==> src/rtl/hazard_pkg.sv <==
// Shared types and constants for the pipeline hazard sequencer.
package hazard_pkg;

    typedef enum logic [1:0] {
        RUN      = 2'd0,
        MEM_WAIT = 2'd1,
        REDIRECT = 2'd2
    } state_t;

    localparam logic [4:0] REG_ZERO   = 5'd0;
    localparam int         WAIT_CNT_W = 8;

endpackage

==> src/rtl/haz_wait_timer.sv <==
// Memory wait-state timer: counts MEM_WAIT cycles and flags when the count
// reaches MEM_TIMEOUT. The counter never wraps because the FSM aborts the
// wait on expiry.
import hazard_pkg::*;

module haz_wait_timer #(
    parameter int MEM_TIMEOUT = 16
) (
    input  logic clk,
    input  logic rst,
    input  logic start,
    input  logic clear,
    input  logic inc,
    output logic expired
);

    localparam logic [WAIT_CNT_W-1:0] TIMEOUT_V = WAIT_CNT_W'(MEM_TIMEOUT);

    logic [WAIT_CNT_W-1:0] wait_cnt;

    // Load 1 on entry to the wait, clear on exit, otherwise count held cycles.
    always_ff @(posedge clk) begin
        if (rst)
            wait_cnt <= '0;
        else if (start)
            wait_cnt <= WAIT_CNT_W'(1);
        else if (clear)
            wait_cnt <= '0;
        else if (inc)
            wait_cnt <= wait_cnt + WAIT_CNT_W'(1);
    end

    assign expired = (wait_cnt == TIMEOUT_V);

endmodule

==> src/rtl/pipeline_hazard_ctrl.sv <==
// Stall/flush sequencer for the 5-stage pipeline: load-use bubbles,
// MEM-stage redirects and data-memory wait states with timeout.
// Optional build macro: HAZ_PERF_CNT_EN adds stall_cycles / flush_count
// saturating performance counters.
import hazard_pkg::*;

module pipeline_hazard_ctrl #(
    parameter int MEM_TIMEOUT = 16,
    parameter int CNT_W       = 32
) (
    input  logic       clk,
    input  logic       rst,
    input  logic       ID_EX_MemRead,
    input  logic [4:0] ID_EX_RegisterRt,
    input  logic [4:0] IF_ID_RegisterRs,
    input  logic [4:0] IF_ID_RegisterRt,
    input  logic       EX_MEM_Branch,
    input  logic       EX_MEM_ALU_zero,
    input  logic       EX_MEM_Jump,
    input  logic       EX_MEM_MemAccess,
    input  logic       dmem_ready,
    output logic       PC_Write,
    output logic       IF_ID_Write,
    output logic       Pipe_Hold,
    output logic       PC_Redirect,
    output logic       IF_Flush,
    output logic       ID_Flush,
    output logic       EX_Flush,
    output logic       mem_timeout_err
`ifdef HAZ_PERF_CNT_EN
    ,
    output logic [CNT_W-1:0] stall_cycles,
    output logic [CNT_W-1:0] flush_count
`endif
);

    if (MEM_TIMEOUT < 1 || MEM_TIMEOUT > 255 || CNT_W < 1) begin : g_param_check
        $error("pipeline_hazard_ctrl: MEM_TIMEOUT must be 1..255 and CNT_W >= 1");
    end

    state_t state, state_nxt;
    logic   redir_pend, pend_nxt;
    logic   taken, lu, mem_stall;
    logic   tmr_start, tmr_clear, tmr_inc, tmr_expired, set_err;

    assign taken     = EX_MEM_Jump | (EX_MEM_Branch & EX_MEM_ALU_zero);
    assign lu        = ID_EX_MemRead && (ID_EX_RegisterRt != REG_ZERO) &&
                       ((ID_EX_RegisterRt == IF_ID_RegisterRs) ||
                        (ID_EX_RegisterRt == IF_ID_RegisterRt));
    assign mem_stall = EX_MEM_MemAccess & ~dmem_ready;

    haz_wait_timer #(
        .MEM_TIMEOUT(MEM_TIMEOUT)
    ) u_wait_timer (
        .clk     (clk),
        .rst     (rst),
        .start   (tmr_start),
        .clear   (tmr_clear),
        .inc     (tmr_inc),
        .expired (tmr_expired)
    );

    // State, pending-redirect and sticky timeout flag registers.
    always_ff @(posedge clk) begin
        if (rst) begin
            state           <= RUN;
            redir_pend      <= 1'b0;
            mem_timeout_err <= 1'b0;
        end else begin
            state      <= state_nxt;
            redir_pend <= pend_nxt;
            if (set_err)
                mem_timeout_err <= 1'b1;
        end
    end

    // Next-state and pipeline control decode; mem wait beats redirect beats load-use.
    always_comb begin
        PC_Write    = 1'b1;
        IF_ID_Write = 1'b1;
        Pipe_Hold   = 1'b0;
        PC_Redirect = 1'b0;
        IF_Flush    = 1'b0;
        ID_Flush    = 1'b0;
        EX_Flush    = 1'b0;
        state_nxt   = state;
        pend_nxt    = redir_pend;
        tmr_start   = 1'b0;
        tmr_clear   = 1'b0;
        tmr_inc     = 1'b0;
        set_err     = 1'b0;
        if (rst) begin
            PC_Write    = 1'b0;
            IF_ID_Write = 1'b0;
            IF_Flush    = 1'b1;
            ID_Flush    = 1'b1;
            EX_Flush    = 1'b1;
            state_nxt   = RUN;
            pend_nxt    = 1'b0;
        end else begin
            case (state)
                RUN: begin
                    if (mem_stall) begin
                        PC_Write    = 1'b0;
                        IF_ID_Write = 1'b0;
                        Pipe_Hold   = 1'b1;
                        pend_nxt    = taken;
                        tmr_start   = 1'b1;
                        state_nxt   = MEM_WAIT;
                    end else if (taken) begin
                        // Redirect squashes IF, ID and EX; a load-use victim dies with them.
                        PC_Redirect = 1'b1;
                        IF_Flush    = 1'b1;
                        ID_Flush    = 1'b1;
                        EX_Flush    = 1'b1;
                    end else if (lu) begin
                        PC_Write    = 1'b0;
                        IF_ID_Write = 1'b0;
                        ID_Flush    = 1'b1;
                    end
                end
                MEM_WAIT: begin
                    PC_Write    = 1'b0;
                    IF_ID_Write = 1'b0;
                    Pipe_Hold   = 1'b1;
                    if (dmem_ready || tmr_expired) begin
                        set_err   = ~dmem_ready;
                        tmr_clear = 1'b1;
                        state_nxt = redir_pend ? REDIRECT : RUN;
                    end else begin
                        tmr_inc = 1'b1;
                    end
                end
                REDIRECT: begin
                    PC_Redirect = 1'b1;
                    IF_Flush    = 1'b1;
                    ID_Flush    = 1'b1;
                    EX_Flush    = 1'b1;
                    pend_nxt    = 1'b0;
                    state_nxt   = RUN;
                end
                default: state_nxt = RUN;
            endcase
        end
    end

`ifdef HAZ_PERF_CNT_EN
    function automatic logic [CNT_W-1:0] sat_inc(input logic [CNT_W-1:0] v);
        return (&v) ? v : v + CNT_W'(1);
    endfunction

    // Saturating counts of stalled-fetch cycles and EX flush cycles outside reset.
    always_ff @(posedge clk) begin
        if (rst) begin
            stall_cycles <= '0;
            flush_count  <= '0;
        end else begin
            if (!PC_Write)
                stall_cycles <= sat_inc(stall_cycles);
            if (EX_Flush)
                flush_count <= sat_inc(flush_count);
        end
    end
`endif

endmodule

==> config.mk <==
export PLATFORM = sky130hd
export DESIGN_NAME = pipeline_hazard_ctrl
export DESIGN_NICKNAME = d
export VERILOG_FILES = /design/src/rtl/hazard_pkg.sv /design/src/rtl/haz_wait_timer.sv /design/src/rtl/pipeline_hazard_ctrl.sv
export SDC_FILE = /design/constraint.sdc
export NUM_CORES = 1
export LEC_CHECK = 0
export BUFFER_PORTS_ARGS = -buffer_cell sky130_fd_sc_hd__buf_2
export CORE_MARGIN = 4
export CORE_UTILIZATION = 50
export DETAILED_ROUTE_END_ITERATION = 6
export PLACE_DENSITY = 0.8
export SYNTH_ARGS = -nofsm -noshare
export SYNTH_HDL_FRONTEND = slang
export SYNTH_HIERARCHICAL = 1
export SYNTH_SLANG_ARGS = --single-unit
==> constraint.sdc <==
create_clock -name clk -period 2.7 [get_ports clk]
set_input_delay 0.54 -clock clk [delete_from_list [all_inputs] [get_ports clk]]
set_output_delay 0.54 -clock clk [all_outputs]
set_load 0.01 [all_outputs]
==> results.md, run 1 <==
* Number of global-route vias before repair at 712
* Period utilization at 88.5%
* Post-Syn Nets at 121
* R2R Path End: u_wait_timer/wait_cnt[5]
* Max Slew Vio Count at 0
* RR Startpoint: u_wait_timer/wait_cnt[0]
* WL final at 1600 um
* Clock Sinks at 12
* Hold Crit Class: flop to flop
* Post-CTS sizing at 0
* Layout net count at 153
* Cts hold-fix bufs at 0
* Hold EP: state[1]
* Post-DP HPWL at 1310 um
* Hold wc startpoint: redir_pend
* CTS root buf: clkbuf_4
* CP max FO at 3
* Setup Skew at 2.93 ps
* Vias per Instance at 5.35
* Pre-CTS setup slack at 304 ps
* Die W at 47.2 um
* Netlist cell types at 30
* Hold Fails Final Rpt at 0
* H-tree levels at 1
* GPL Wtd Cong at 0.789
* Number of port buffers at 30
* P per Cell Area at 423 nW/um2
* Ys async rst share at 0%
* Total gr overflow at 0
* Worst IR Drop VDD at 0.300 mV
* Fin Hold WS at 457 ps
* Main synth FF type: dfxtp_1
* Effective utilization at floorplan at 56.1%
* Top-count cell post-synth: nor2_1
* Leakage at 0.402 nW
* Cell family with the largest share of critical-path delay: simple AND/OR/NAND/NOR gates
* Area Growth Syn to Fin at 24.6%
* # placed instances at 138
* Overall power at 0.000405 W
* Antenna fix cells at 0
* Non-Filler Instances at 142
* Leading cell types by total area after synthesis: dfxtp_1 31%, xnor2_1 11%, nor2_1 6.9%
* First-pass GRT wire length at 2680 um
* Setup bufs post-CTS at 0
* WS Path Type: input pin to primary output
* Row Count at 13
* 1st-iter DRT viols at 21
* Relative slew slack at 68.0%
* Most frequent CP cell: buf_2
* CTS tree: done
* Nature of the critical path startpoint: input pin
* CP endpoint kind: primary output
* Top post-synthesis cells by count: 14 x nor2_1, 12 x dfxtp_1, 10 x xnor2_1
* Sequential share of the synthesized area at 31.3%
* Reg2reg path depth at 9
* Initial antenna violation count at 0
* Wire length per cell at 11.3 um
* Synth area leader: dfxtp_1
* Status: finished, final reports clean
* Total CTS buffers at 3
* Worst slew pin tran at 476 ps
* CTS max path bufs at 2
* Placeable Area at 1370 um2
* Setup WS post-layout at 310 ps
* Synth top area share at 31.3%
* Total Routing Usage GR at 17.2%
* Reg clk slew, reported paths at 70 ps
* Syn_area_per_cell at 7.99 um2
* Final Setup Violations at 0
* Clk_lat worst skew at 280 ps
* Warnings from Yosys at 6
* Layout cells sized above 1 at 31.5%
* Routed via count at 760
* Max incr delay on CP at 510 ps
* Tmin final at 2390 ps
* Critical path's slowest cell: or4_1
* CP bufs+invs at 2
* Setup TNS at 0 ps
* Worst EP arrival at 1850 ps
* Die height at 47.2 um
* Cell count of the worst hold path at 1
* # DRC at 0
* Worst endpoint required time at 2160 ps
* Post-synthesis cell area at 767 um2
* Synth Register Bits at 12
* Die ar. at 2220 um2
* Number of synthesized flops with an enable pin at 0
* RSZ-0062 raised after global routing: no
* Io pins at 31
* Largest net degree at the start of global routing at 10
* R2R setup slack at 780 ps
* Crit-path cells: buf_2, or4_1, nor2_1, nor3b_1, a311oi_1, buf_2
* Max_cap viols at 0
* Post-Syn Instances at 96
* Max Clk Rate at 0.418 GHz
* Antenna Nets Post-Route at 0
* DR pass1 iterations at 4
[power breakdown]
part,switching (W),internal (W)
logic,0.0000379,0.0000403
clock network,0.0000612,0.0000821
registers,0.00000351,0.000180
[placed cells by master, fill, tap and decap left out]
cell,instances
nor2_1,14
o21ba_2,1
nand3_1,4
a21oi_1,6
buf_2,30
dfxtp_1,12
nand2b_1,2
o22ai_1,1
xor2_1,4
and2_1,1
or4_1,2
nor2b_1,1
o21ai_0,5
clkbuf_8,1
or3_1,4
nand4_2,1
nand2_1,4
inv_1,3
clkbuf_4,3
ha_1,2
nor3_1,3
mux2i_1,1
nand4bb_1,1
or2_2,3
nor4_1,1
a311oi_1,1
buf_4,1
xnor2_1,10
nand4_1,2
nor3b_1,2
a311o_1,1
[cells by family (layout without fill, tap and decap cells)]
family / Yosys count / count (layout) / share of synthesized area, %
fa+ha+maj: 2 / 2 / 3.26
buf+inv: 7 / 38 / 4.57
flops: 12 / 12 / 31.3
xor+xnor: 14 / 14 / 16.0
simple gates: 45 / 45 / 31.8
compound gates: 15 / 15 / 11.7
mux: 1 / 1 / 1.31
[flip-flops by register name, indices dropped and copies added, names as in the netlist]
signal / count
redir_pend: 1
mem_timeout_err: 1
u_wait_timer/wait_cnt: 8
state: 2
[layer usage]
metal  GRT usage (%)  part of all wire [%]  vias up
li1                -                     -      395
met1            18.7                    42      342
met2            28.5                    51       21
met3            4.60                   6.1        2
met4            12.7                   1.0        0
met5               0                     0        -
[through the flow]
stage / cell area, um2 / utilization (%)
detailed placement: 920 / 67.3
global placement: 920 / 67.3
CTS: 956 / 70.0
global route: 956 / 70.0
floorplan: 767 / -
finish: 956 / 70.0
[final cells by class]
| class | instances | area [um2] |
|---|---|---|
| clock buffer | 4 | 36.3 |
| fill | 118 | 410 |
| inverter | 3 | 11.3 |
| multi-input combinational | 77 | 492 |
| sequential | 12 | 240 |
| tap | 15 | 18.8 |
| timing repair buffer | 31 | 158 |
[how the worst max path moves through the flow]
stage | from | end | slack (ps) | depth (start not counted)
after detailed placement | ID_EX_RegisterRt[1] | IF_ID_Write | 300 | 6
after floorplan | ID_EX_RegisterRt[1] | PC_Write | 290 | 5
after global routing | ID_EX_RegisterRt[1] | IF_ID_Write | 210 | 6
after global placement | ID_EX_RegisterRt[1] | ID_Flush | 340 | 6
final | ID_EX_RegisterRt[1] | IF_ID_Write | 310 | 6
after CTS | ID_EX_RegisterRt[1] | IF_ID_Write | 300 | 6
[worst reg2reg max path: cells and delay by family, from the launching register on]
family / cells / cell delay, ps
AND/OR/NAND/NOR: 5 / 880
flip-flops: 1 / 410
buffers and inverters: 2 / 240
adder cells (fa/ha/maj): 1 / 190
AO/OA/AOI/OAI: 1 / 130
(Power assumes the default switching activity.)
==> run 2: changes to the inputs <==
Settings changed: BUFFER_PORTS_ARGS -buffer_cell sky130_fd_sc_hd__buf_2 to unset, CORE_UTILIZATION 50 to 55, DONT_BUFFER_PORTS set to 1, PLACE_DENSITY 0.8 to 0.68.
==> results.md, run 2 (synthesis gave the netlist of run 1 again) <==
* Max Slew Vio Count at 0 (unchanged)
* Largest register FFs at 8 (unchanged)
* Hold Crit Class: input pin to flop
* Cell count of the worst hold path at 1 (unchanged)
* Sequential Power Share at 54.3% (+9.0 points)
* Max Clk Rate at 0.452 GHz (+8.0%)
* Relative slew slack at 74.9% (+7.0 points)
* Final Setup Violations at 0 (unchanged)
* Antenna fix cells at 0 (unchanged)
* Most frequent cells in the layout: 14 x nor2_1, 12 x dfxtp_1, 10 x xnor2_1
* DR pass1 iterations at 4 (unchanged)
* Cts hold-fix bufs at 0 (unchanged)
* Die height at 45.3 um (-3.9%)
* Overall power at 0.000338 W (-17%)
* CTS root buf: clkbuf_4
* GPL Wtd Cong at 0.753 (-4.6%)
* Worst EP arrival at 1670 ps (-180 ps)
* RSZ-0062 raised after global routing: no
* Sw Pwr at 0.0000801 W (-22%)
* Worst endpoint required time at 2160 ps (about the same)
* Period utilization at 81.9% (-6.6 points)
* Die W at 45.3 um (-3.9%)
* Routed via count at 632 (-17%)
* 1st-iter DRT viols at 13 (-38%)
* Post-CTS sizing at 0 (unchanged)
* Wire length per cell at 13.2 um (+17%)
* Post-DP HPWL at 1190 um (-9.2%)
* Top flop regs: u_wait_timer/wait_cnt x8, state x2
* H-tree levels at 1 (unchanged)
* # DRC at 0 (unchanged)
* Layout cells sized above 1 at 10.3% (-21 points)
* Number of global-route vias before repair at 589 (-17%)
* CTS max path bufs at 2 (unchanged)
* Total Routing Usage GR at 16.5% (-0.69 points)
* Area Growth Syn to Fin at 4.24%
* Vias per Instance at 5.64 (+5.4%)
* CP endpoint kind: primary output
* Status: finished, final reports clean
* Hold Fails Final Rpt at 0 (unchanged)
* Clock share of power at 30.3% (-5.1 points)
* Setup bufs post-CTS at 0 (unchanged)
* Effective utilization at floorplan at 58.9% (+2.8 points)
* Worst slew pin tran at 373 ps (-103 ps)
* WL final at 1480 um (-7.7%)
* Antenna Nets Post-Route at 0 (unchanged)
* CP max FO at 3 (unchanged)
* Leakage at 0.279 nW (-31%)
* P per Cell Area at 422 nW/um2 (-0.27%)
* WS Path Type: input pin to primary output
* Reg2reg path depth at 9 (unchanged)
* Number of port buffers at 0 (-100%)
* Tmin final at 2210 ps (-178 ps)
* Nature of the critical path startpoint: input pin
* Setup TNS at 0 ps (unchanged)
* Clk_lat worst skew at 260 ps (-20 ps)
* First-pass GRT wire length at 2490 um (-7.0%)
* Max_cap viols at 0 (unchanged)
* Largest net degree at the start of global routing at 10 (unchanged)
* Layout net count at 124 (-19%)
* Largest Register: u_wait_timer/wait_cnt
* Reg clk slew, reported paths at 60 ps (about the same)
* Commonest non-fill, non-tap cell in the layout: nor2_1
* Internal power at 0.000258 W (-15%)
* CTS tree: done
* Setup Skew at 3.37 ps (+0.442 ps)
* Total gr overflow at 0 (unchanged)
* Io pins at 31 (unchanged)
* Placeable Area at 1300 um2 (-4.8%)
* Switch share at 23.7% (-1.6 points)
* Row Count at 13 (unchanged)
* Combinational share of power at 15.4% (-3.9 points)
* Worst IR Drop VDD at 0.306 mV (+1.9%)
* Die ar. at 2060 um2 (-7.6%)
* Total CTS buffers at 3 (unchanged)
* Initial antenna violation count at 0 (unchanged)
* Clock Sinks at 12 (unchanged)
-- run 2: cell count changes in the layout (fill, tap and decap cells not counted) --
| cell | change |
|---|---|
| buf_2 | -30 |
| buf_4 | +1 |
| clkbuf_8 | -1 |
-- run 2: per-stage QoR --
step / hold WS [ps] / instance area (um2) / cells / setup WS (ps) / util, %
floorplan: 423 / 767 / 96 / 290 / -
global placement: 444 / 777 / 109 / 492 / 59.7
detailed placement: 459 / 777 / 109 / 488 / 59.7
CTS: 323 / 800 / 112 / 488 / 61.4
global route: 316 / 800 / 112 / 423 / 61.4
finish: 337 / 800 / 112 / 488 / 61.4
-- run 2: final timing paths --
check | from | endpoint | slack (ps)
setup / recovery | ID_EX_RegisterRt[1] | PC_Write | 490
hold / removal | rst | redir_pend | 340
setup reg to reg | u_wait_timer/wait_cnt[0] | u_wait_timer/wait_cnt[7] | 820
hold reg to reg | redir_pend | state[1] | 470
-- run 2: metal layers --
layer	vias up	wire, um	GRT usage, %
met5	-	0	0
met4	0	0	3.51
met3	0	117	7.17
met2	19	686	27.4
met1	275	673	19.7
li1	338	-	-
-- run 2: power groups by stage --
| stage | clock [W] | sequential, W | combinational, W |
|---|---|---|---|
| final | 0.000102 | 0.000183 | 0.0000519 |
| after global placement | 0 | 0.000188 | 0.0000515 |
| after global routing | 0.000118 | 0.000184 | 0.0000580 |
| after CTS | 0.000110 | 0.000183 | 0.0000527 |
| after floorplan | 0 | 0.000187 | 0.0000479 |
| after detailed placement | 0 | 0.000188 | 0.0000526 |
-- run 2: cell type report --
cell class,instances,area [um2]
fill,138,502
multi-input combinational,77,492
clock buffer,3,22.5
tap,15,18.8
timing repair buffer,2,15.0
sequential,12,240
inverter,3,11.3
-- run 2: worst max-delay path, cell delays in order --
cell,delay (ps)
or4_1,510
nor2_1,110
nor3b_1,70
a311oi_1,270
buf_4,180
